**config.mk**
```make
export PLATFORM = sky130hd
export DESIGN_NAME = alu_seq_flat
export DESIGN_NICKNAME = d
export VERILOG_FILES = /design/src/rtl/alu_seq_if.sv /design/src/rtl/alu_seq.sv /design/src/flat_wrapper.sv
export SDC_FILE = /design/constraint.sdc
export NUM_CORES = 1
export LEC_CHECK = 0
export CORE_UTILIZATION = 45
export CTS_CLUSTER_DIAMETER = 50
export DETAILED_ROUTE_END_ITERATION = 6
export DONT_BUFFER_PORTS = 1
export HOLD_SLACK_MARGIN = 0.05
export SLEW_MARGIN = 20
export SYNTH_ARGS = -nofsm -noshare
export SYNTH_HDL_FRONTEND = slang
export SYNTH_SLANG_ARGS = --single-unit
export TNS_END_PERCENT = 1
```
**constraint.sdc**
```tcl
create_clock -name clk -period 4.1 [get_ports clk]
set_clock_uncertainty 0.1 [all_clocks]
set_input_delay 0.41 -clock clk [delete_from_list [all_inputs] [get_ports clk]]
set_output_delay 0.41 -clock clk [all_outputs]
set_load 0.005 [all_outputs]
```
**src/rtl/alu_seq_if.sv**
```systemverilog
// Request and register-file bus bundle for alu_seq.
interface alu_seq_if;
  logic       start;
  logic [2:0] op;
  logic [3:0] ra;
  logic [3:0] rb;
  logic [3:0] rd;
  logic       busy;
  logic       done;
  logic       rf_enb;
  logic       rf_rw;
  logic [3:0] rf_sel;
  logic [7:0] rf_wdata;
  logic [7:0] rf_rdata;
  logic [7:0] result;
  logic       flag_c;
  logic       flag_z;

  modport master (
    output start, op, ra, rb, rd, rf_rdata,
    input  busy, done, rf_enb, rf_rw, rf_sel,
    input  rf_wdata, result, flag_c, flag_z
  );

  modport slave (
    input  start, op, ra, rb, rd, rf_rdata,
    output busy, done, rf_enb, rf_rw, rf_sel,
    output rf_wdata, result, flag_c, flag_z
  );
endinterface

```
**src/rtl/alu_seq.sv**
```systemverilog
// Sequential 8-bit ALU over an external register file.
// Flag registers are built only when ALU_SEQ_FLAGS_EN is defined.
module alu_seq (
  input  logic       clk,
  input  logic       rst,
  alu_seq_if.slave   bus
);

  typedef enum logic [2:0] {
    IDLE, RDA, RDB, EXE, WB, DN
  } state_t;

  state_t     state, state_n;
  logic [2:0] op_q;
  logic [3:0] ra_q, rb_q, rd_q;
  logic [7:0] a_q, b_q;
  logic [7:0] result_q;
  logic [7:0] res_n;

  always_ff @(posedge clk or posedge rst) begin
    if (rst) begin
      state    <= IDLE;
      op_q     <= '0;
      ra_q     <= '0;
      rb_q     <= '0;
      rd_q     <= '0;
      a_q      <= '0;
      b_q      <= '0;
      result_q <= '0;
    end else begin
      state <= state_n;
      if (state == IDLE && bus.start) begin
        op_q <= bus.op;
        ra_q <= bus.ra;
        rb_q <= bus.rb;
        rd_q <= bus.rd;
      end
      if (state == RDA) a_q <= bus.rf_rdata;
      if (state == RDB) b_q <= bus.rf_rdata;
      if (state == EXE) result_q <= res_n;
    end
  end

  always_comb begin
    state_n = state;
    unique case (state)
      IDLE: if (bus.start) state_n = RDA;
      RDA:  state_n = RDB;
      RDB:  state_n = EXE;
      EXE:  state_n = WB;
      WB:   state_n = DN;
      DN:   state_n = IDLE;
      default: state_n = IDLE;
    endcase
  end

  always_comb begin
    res_n = '0;
    unique case (op_q)
      3'b000: res_n = a_q + b_q;
      3'b001: res_n = a_q - b_q;
      3'b010: res_n = a_q & b_q;
      3'b011: res_n = a_q | b_q;
      3'b100: res_n = a_q ^ b_q;
      3'b101: res_n = ~a_q;
      3'b110: res_n = {a_q[6:0], 1'b0};
      3'b111: res_n = b_q;
      default: res_n = '0;
    endcase
  end

  // Bus decode is purely combinational so it settles before the RF's negedge.
  always_comb begin
    bus.busy     = (state != IDLE);
    bus.done     = 1'b0;
    bus.rf_enb   = 1'b0;
    bus.rf_rw    = 1'b1;
    bus.rf_sel   = '0;
    bus.rf_wdata = result_q;
    unique case (state)
      RDA: begin
        bus.rf_enb = 1'b1;
        bus.rf_sel = ra_q;
      end
      RDB: begin
        bus.rf_enb = 1'b1;
        bus.rf_sel = rb_q;
      end
      WB: begin
        bus.rf_enb = 1'b1;
        bus.rf_rw  = 1'b0;
        bus.rf_sel = rd_q;
      end
      DN:      bus.done = 1'b1;
      default: ;
    endcase
  end

  assign bus.result = result_q;

`ifdef ALU_SEQ_FLAGS_EN
  logic [8:0] sum;
  logic       c_n;
  logic       c_q, z_q;

  assign sum = {1'b0, a_q} + {1'b0, b_q};

  always_comb begin
    c_n = 1'b0;
    unique case (op_q)
      3'b000:  c_n = sum[8];
      3'b001:  c_n = (a_q < b_q);
      3'b110:  c_n = a_q[7];
      default: c_n = 1'b0;
    endcase
  end

  always_ff @(posedge clk or posedge rst) begin
    if (rst) begin
      c_q <= 1'b0;
      z_q <= 1'b0;
    end else if (state == EXE) begin
      c_q <= c_n;
      z_q <= (res_n == 8'h00);
    end
  end

  assign bus.flag_c = c_q;
  assign bus.flag_z = z_q;
`else
  assign bus.flag_c = 1'b0;
  assign bus.flag_z = 1'b0;
`endif

endmodule

```
**src/flat_wrapper.sv**
```systemverilog
// flat-port wrapper written by rule: the top's interface ports become plain ports
module alu_seq_flat 
  (clk, rst, bus_start, bus_op, bus_ra, bus_rb, bus_rd, bus_rf_rdata, bus_busy, bus_done, bus_rf_enb, bus_rf_rw, bus_rf_sel, bus_rf_wdata, bus_result, bus_flag_c, bus_flag_z);
  alu_seq_if bus_i ();
  input  logic clk;
  input  logic rst;
  input wire logic [$bits(bus_i.start)-1:0] bus_start;
  input wire logic [$bits(bus_i.op)-1:0] bus_op;
  input wire logic [$bits(bus_i.ra)-1:0] bus_ra;
  input wire logic [$bits(bus_i.rb)-1:0] bus_rb;
  input wire logic [$bits(bus_i.rd)-1:0] bus_rd;
  input wire logic [$bits(bus_i.rf_rdata)-1:0] bus_rf_rdata;
  output wire logic [$bits(bus_i.busy)-1:0] bus_busy;
  output wire logic [$bits(bus_i.done)-1:0] bus_done;
  output wire logic [$bits(bus_i.rf_enb)-1:0] bus_rf_enb;
  output wire logic [$bits(bus_i.rf_rw)-1:0] bus_rf_rw;
  output wire logic [$bits(bus_i.rf_sel)-1:0] bus_rf_sel;
  output wire logic [$bits(bus_i.rf_wdata)-1:0] bus_rf_wdata;
  output wire logic [$bits(bus_i.result)-1:0] bus_result;
  output wire logic [$bits(bus_i.flag_c)-1:0] bus_flag_c;
  output wire logic [$bits(bus_i.flag_z)-1:0] bus_flag_z;
  assign bus_i.start = bus_start;
  assign bus_i.op = bus_op;
  assign bus_i.ra = bus_ra;
  assign bus_i.rb = bus_rb;
  assign bus_i.rd = bus_rd;
  assign bus_i.rf_rdata = bus_rf_rdata;
  assign bus_busy = bus_i.busy;
  assign bus_done = bus_i.done;
  assign bus_rf_enb = bus_i.rf_enb;
  assign bus_rf_rw = bus_i.rf_rw;
  assign bus_rf_sel = bus_i.rf_sel;
  assign bus_rf_wdata = bus_i.rf_wdata;
  assign bus_result = bus_i.result;
  assign bus_flag_c = bus_i.flag_c;
  assign bus_flag_z = bus_i.flag_z;
  alu_seq u_core (.clk(clk), .rst(rst), .bus(bus_i));
endmodule
```
* After elaboration in Yosys (flattened, before gate mapping)
Cells that the tools add are included.
Cells by class: $add $sub $neg 2, eq/ne operators 13, mux-type cells 7, bitwise gates (word level) 4, reductions and logical operators 5
Operators with widths (count):
- one-hot mux 8 bit (8 select lines) | 1
- equality test 3 bit (second input constant) | 6
- one-hot mux 3 bit (5 select lines) | 1
- equality test 3 x 2 -> 1 bit (second input constant) | 4
- one-hot mux 4 bit (3 select lines) | 1
- adder 8 bit | 1
- AND 8 bit | 1
- NOT 8 bit | 1
- OR 8 bit | 1
- subtractor 8 bit | 1
- bitwise XOR 8 bit | 1
- equality test 3 x 1 -> 1 bit (second input constant) | 2
- logical NOT 3 bit | 2
- 2-to-1 mux 1 bit | 3
- 2-to-1 mux 3 bit | 1
- nonzero test 3 bit | 1
- OR reduction 3 bit | 1
- inequality test 2 bit (second input constant) | 1
- logical AND 1 bit | 1
Storage, ports and cells: register bits after elaboration 42, output and inout port bits 26, word-level logic and storage cells 39

* Logic depth before layout (Yosys ltp)
Gate-level depths: netlist of run 1.
depth in word-level cells 3, mapped depth 10

* Worst setup path after synthesis of run 1
Ideal clock, no wire load.
kind flip-flop to flip-flop, start point reg u_core.op_q[1], end point reg u_core.result_q[6] (netlist: u_core.bus.result[6]), arrival time 2238 ps, data required time 3918 ps, setup slack 1680 ps, cell stages (with the launch flop) 10, buffers on the path 1, clock period less this slack 2420 ps, path through dfrtp_1 buf_4 nor3b_4 mux2i_1 fa_1 a211oi_1 or4b_1 o31ai_1 o21ai_1 a31oi_1
Between the ends: cells in the longest elaborated chain, start to end 2, elaborated cells between the ends (all ways) 9, classes of those cells eq/ne: 7; mux: 1; reduce/logical: 1
RTL lines:
- start: declaration | line alu_seq.sv:14 | logic [2:0] op_q;
- start signal: assignment | line alu_seq.sv:33 | op_q <= bus.op;
- equality test 3 bit, or another cell as far along | line alu_seq.sv:59 | unique case (op_q)
- one-hot mux 8 bit (8 select lines) (*) | line alu_seq.sv:59
- end signal: assignment | line alu_seq.sv:40 | if (state == EXE) result_q <= res_n;
- end: declaration | line alu_seq.sv:17 | logic [7:0] result_q;
Every way passes the cells marked *; elsewhere a longest branch is shown, timed or not. A chain may end at the register's enable or synchronous reset.

* Final worst setup path of run 1
start point reg u_core.op_q[1], end point reg u_core.result_q[7] (netlist: u_core.bus.result[7])
Same word-level chain as after synthesis.

==> metrics.txt, run 1 <==
Crit path arrival time about 2.9 ns; Max-slew headroom between 30% and 40%; CP startpoint kind flip-flop; Leakage 1.331 nW; Worst-Skew Late Latency ~0.3 ns; Hold Vio Cnt, Final 0; Overflow after GRT 0; RSZ-0062 raised after global routing false; Max-Cap Viols 0; final core occ a little under half; CP Capture Type flip-flop; DR vias approximately 2200; Synth Instances 317; Post-CTS Resized 0; Worst Path Buf+Inv 1; register area share after synthesis around 36%; Cell variety after synth between 50 and 60; H-tree Lvls 2; Tmin final ~2.8 ns; DP Wirelength between 4000 and 5000 um; dpl cell area just under 3000 um^2; part of the cycle the worst path needs a little under 70%; Area growth syn-to-layout 2.596%; WL/cell about 16 um; post-detailed-route via-to-cell ratio 5.675; Avg Inst Size Synth a little over 9 um^2; num rows 29; Die X-Extent just over 80 um; port bufs 0; # setup viols final 0; Post-route DRC 0; status finished clean; setup tns final 0 ns; Core Region 6314 um^2; first-pass GRT wire length just over 10000 um; CP delay by family, top compound AO/OA/AOI/OAI gates; Least-Margin Pin Slew about 1.0 ns; largest net degree at the start of global routing 43; post-route design area 3017 um^2; Peak supply drop 0.4272 mV; Synth Register Bits 42; 1st-iter DRT viols around 110; number of buffers created by CTS 5; Routed Antenna Nets 0; Ports 52; ANT cells 0; pwr/cell area around 970 nW/um^2; layout cells sized above 1 roughly 9.1%; Tightest Hold Check Type input port to flip-flop; fin. max-slew vios 0; initial antenna violation count 0; Critical Path Slowest Stage Cell o31ai_1; FMAX ~360 MHz; Cells after DPL between 300 and 400; dominant synthesized flop cell dfrtp_1; Cell Area, Synth roughly 2900 um^2; Root Buffer clkbuf_8; CP max FO 24; First-pass DRT Iterations 4; CTS clk-pin slew, worst paths 0.09 ns; CTS tree yes; Slowest Stage Delay on Critical Path roughly 0.37 ns; final-layout fill cell count 650; placer congestion estimate 0.8237; Clock Sinks between 40 and 50; worst path required time 4.22 ns; worst setup margin around 1.3 ns; Die Y between 80 and 90 um; global router's overall resource usage a little under a fifth; vias in the first global route between 2000 and 2500; Max clock buf depth 2; total setup buffers inserted after CTS 0; EDFF count, synth 0; Synth Warn # 0; Post-Place Worst Slack approximately 1.3 ns; cells along the critical path buf_4 -> nor3b_4 -> mux2i_1 -> ha_1 -> nor2b_1 -> o31ai_1 -> a32oi_1 -> nor3b_1 -> a211oi_1; nets@finish 358; total routed wirelength between 6000 and 7000 um; final std cells w/o fill between 300 and 400; CP Class flip-flop to flip-flop; DIE AREA around 6900 um^2; FFs w/ async S/R, synth between 90% and 100%; initial core utilization a little under half
==> cell usage after synthesis, drive strengths merged, types with 2 or more instances <==
cell	n	area, um^2
dfrtp	42	1051
nand2	36	135.1
o21ai	33	165.2
inv	25	93.84
ha	24	300.3
buf	19	138.9
nor2	18	91.34
mux2	14	157.7
a21oi	13	65.06
xnor2	8	70.07
a22oi	7	52.55
a31oi	7	43.79
nand2b	6	37.54
mux2i	5	50.05
nor2b	5	31.28
clkbuf	4	15.01
a211oi	3	22.52
a221oi	3	26.28
and3	3	18.77
nor3b	3	33.78
o22ai	3	18.77
o31ai	3	22.52
a211o	2	17.52
a21boi	2	15.01
a21o	2	15.01
a221o	2	20.02
and2	2	12.51
o211ai	2	20.02
or3	2	17.52
==> placed cells by master, fill, tap and decap left out, types with 6 or more instances in the layout <==
master / count
a22oi_1: 7
xnor2_1: 8
mux2_1: 6
dfrtp_1: 42
o21ai_0: 29
nand2_1: 36
a21oi_1: 13
mux2_2: 8
nor2_1: 16
a31oi_1: 7
ha_1: 24
inv_1: 24
nand2b_1: 6
==> sequential cells by signal, indices dropped and copies added, names as in the netlist <==
register and flops:
u_core.a_q 8, u_core.b_q 8, u_core.bus.result 8, u_core.ra_q 4, u_core.rb_q 4, u_core.rd_q 4
u_core.op_q 3, u_core.state 3
==> area by class of cell <==
cell class              instances  area [um^2]  area share [%]
clock inverters                 3        21.27          0.7051
inverters                      25        93.84           3.111
multi-input cells             228         1645           54.54
flip-flops and latches         42         1051           34.84
well taps                      77        96.34           3.194
repair buffers                  5        40.04           1.327
clock buffers                   5        68.82           2.281
==> kinds of logic (layout without fill, tap and decap cells) <==
| kind of cell | count (synthesis) | in the layout | synth area share, % |
|---|---|---|---|
| xor gates and xnor gates | 8 | 8 | 2.383 |
| buffers and inverters | 48 | 38 | 8.425 |
| DFF | 42 | 42 | 35.74 |
| and+or+nand+nor | 83 | 83 | 15.02 |
| other | 1 | 2 | 0.1275 |
| adders and majority gates | 25 | 25 | 10.89 |
| muxes | 20 | 20 | 7.830 |
| AOI/OAI and AO/OA | 90 | 90 | 19.57 |
==> timing repair <==
item                       4_1_cts  5_1_grt
hold buffers                     1        0
hold endpoints to repair        34        0
setup endpoints to repair        0        0
==> per-layer routing <==
| layer | track usage, % | wire [um] | up-vias |
|---|---|---|---|
| met1 | 25.45 | 2990 | 1051 |
| met4 | 5.172 | 55 | 0 |
| met2 | 30.77 | 2962 | 49 |
| met5 | 0 | 0 | - |
| li1 | - | - | 1081 |
| met3 | 4.274 | 282 | 4 |
==> power breakdown <==
part           internal [mW]  leakage (nW)  switching (mW)  total (mW)
sequential             0.622         0.507           0.223       0.845
combinational          0.802         0.780           0.998        1.80
clock                  0.120        0.0441           0.158       0.277
total                   1.54          1.33            1.38        2.92
==> stage by stage <==
stage,power [mW],hold WS (ns)
2_1_floorplan,2.352,0.3585
3_3_place_gp,2.625,0.3617
3_5_place_dp,2.665,0.3693
4_1_cts,2.954,0.1147
5_1_grt,3.228,0.1137
6_report,2.922,0.1192
==> final timing paths <==
check                                           startpoint                                to  slack, ns  depth (start not counted)
max in group asynchronous                              rst         u_core.a_q[1]$_DFFE_PP0N_       2.93                          3
worst max-delay path            u_core.op_q[1]$_DFFE_PP0P_  u_core.bus.result[7]$_DFFE_PP0N_       1.32                          9
min in group asynchronous                              rst         u_core.a_q[4]$_DFFE_PP0N_       0.58                          3
worst min-delay path                       bus_rf_rdata[3]         u_core.a_q[3]$_DFFE_PP0N_       0.12                          2
worst max register to register  u_core.op_q[1]$_DFFE_PP0P_  u_core.bus.result[7]$_DFFE_PP0N_       1.32                          9
worst min register to register  u_core.rb_q[2]$_DFFE_PP0P_        u_core.rb_q[2]$_DFFE_PP0P_       0.40                          1
No activity file was read; power rests on OpenSTA's default activity.
==> run 2: changes to the inputs <==
Clock period 4.1 ns to 2.58 ns, I/O delays scaled along.
==> run 2 against run 1 <==
- hold slack improved by 0.14 ns
- flip-flop and latch count unchanged
- total power increased by 76%
- largest power group unchanged
==> metrics.txt, run 2 (synthesized netlist as in run 1, its figures left out) <==
Slowest Stage Delay on Critical Path about 0.47 ns; post-detailed-route via-to-cell ratio 5.448; largest net degree at the start of global routing 29; nets@finish 395; global router's overall resource usage between 15 and 20%; Worst-Skew Late Latency ~0.29 ns; most frequent cells in the layout dfrtp_1, nand2_1, o21ai_0; Max-Cap Viols 0; Peak supply drop between 0.9 and 1 mV; Root Buffer clkbuf_8; status finished clean; Max-slew headroom a little under three fifths; Crit path arrival time ~2.6 ns; Core Region approximately 6300 um^2; First-pass DRT Iterations 4; pwr/cell area around 1500 nW/um^2; Overflow after GRT 0; Critical Path Slowest Stage Cell or4_1; Die X-Extent between 80 and 90 um; Least-Margin Pin Slew roughly 0.64 ns; number of buffers created by CTS 5; placer congestion estimate 0.7857; DIE AREA ~6900 um^2; Hold Vio Cnt, Final 0; cells along the critical path nor3b_4 -> nor2_1 -> xnor2_1 -> ha_1 -> buf_4 -> o21ai_1 -> nor3b_1 -> or4_1 -> a31oi_1; Clock Sinks 42; CTS tree yes; vias in the first global route around 2300; Routed Antenna Nets 0; layout cells sized above 1 14.49%; most common cell after layout, fill and taps aside dfrtp_1; Area growth syn-to-layout 15.40%; Ports 52; WL/cell 16.11 um; CP delay by family, top simple AND/OR/NAND/NOR gates; Tmin final around 2.5 ns; FMAX ~400 MHz; port bufs 0; CTS clk-pin slew, worst paths about 0.090 ns; H-tree Lvls 2; # setup viols final 0; Die Y 82.84 um; initial antenna violation count 0; DR vias between 2000 and 2500; total routed wirelength a little under 7000 um; initial core utilization between 40% and 50%; 1st-iter DRT viols about 90; CP Capture Type flip-flop; fin. max-slew vios 0; CP max FO 7; DP Wirelength ~4800 um; Worst Path Buf+Inv 1; Tightest Hold Check Type input port to flip-flop; num rows 29; worst path required time between 2 and 3 ns; Leakage between 1.5 and 2 nW; CP startpoint kind flip-flop; part of the cycle the worst path needs 96.87%; first-pass GRT wire length ~11000 um; setup tns final 0 ns; Post-route DRC 0; final-layout fill cell count just over 600; CP Class flip-flop to flip-flop; Max clock buf depth 2; final std cells w/o fill ~420; Cells after DPL 383; ANT cells 0
-- run 2: cell types whose count changed in the layout (fill, tap and decap cells not counted), moves of 2 or more --
cell           delta
a211oi_2          +2
buf_4            +14
dlygate4sd3_1    +23
a211oi_1          -2
-- run 2: routing by layer --
metal  track usage [%]  wire length (um)  up-vias
li1                  -                 -     1154
met3             3.976               302        6
met2             35.32              3400       56
met1             24.81              3017     1083
met5                 0                 0        -
met4             5.329                76        0
-- run 2: final timing paths --
path,startpoint,end,slack (ns),cells past startpoint
setup / recovery,u_core.op_q[2]$_DFFE_PP0P_,u_core.bus.result[3]$_DFFE_PP0N_,0.08,9
hold / removal,bus_start,u_core.op_q[0]$_DFFE_PP0P_,0.26,3
setup reg to reg,u_core.op_q[2]$_DFFE_PP0P_,u_core.bus.result[3]$_DFFE_PP0N_,0.08,9
hold reg to reg,u_core.rb_q[0]$_DFFE_PP0P_,u_core.rb_q[0]$_DFFE_PP0P_,0.39,1
max in group asynchronous,rst,u_core.bus.result[1]$_DFFE_PP0N_,1.37,3
min in group asynchronous,rst,u_core.ra_q[1]$_DFFE_PP0P_,0.38,2
-- run 2: cell type report --
| type | instances | area [um^2] | area share [%] |
|---|---|---|---|
| Multi-Input combinational cell | 228 | 1685 | 49.67 |
| Sequential cell | 42 | 1052 | 31.01 |
| Timing Repair Buffer | 42 | 375.4 | 11.06 |
| Tap cell | 77 | 96.34 | 2.839 |
| Inverter | 25 | 93.84 | 2.765 |
| Clock buffer | 5 | 68.82 | 2.028 |
| Clock inverter | 3 | 21.27 | 0.6268 |
-- run 2: what timing repair did --
item / 4_1_cts / 5_1_grt
setup buffers: 0 / 7
hold buffers: 24 / 0
hold endpoints to repair: 58 / 0
resized for setup: 1 / 9
pin swaps: 0 / 8
endpoints found under the setup margin: 1 / 3
-- run 2: tightest hold or removal path: cells and delay by family --
kind                   cells  cell delay [ns]
buffers and inverters      1             0.12
AND/OR/NAND/NOR            1             0.10
AO/OA/AOI/OAI              1             0.13
-- run 2: power breakdown --
part / switching, mW / internal [mW]
logic: 1.80 / 1.59
clock network: 0.254 / 0.191
registers: 0.334 / 0.990
total: 2.39 / 2.77
-- run 2: metrics by stage --
stage / utilization [%] / hold slack [ns] / instance area (um^2) / setup WS (ns) / power (mW)
final: 53.75 / 0.2616 / 3393 / 0.08086 / 5.156
after floorplan: - / 0.2748 / 2944 / 0.1603 / 3.738
after global routing: 53.75 / 0.3168 / 3393 / -0.04488 / 5.624
after detailed placement: 47.03 / 0.1993 / 2969 / 0.02270 / 4.321
after global placement: 47.03 / 0.2033 / 2969 / 0.04823 / 4.274
after CTS: 52.32 / 0.2595 / 3303 / 0.04236 / 4.828
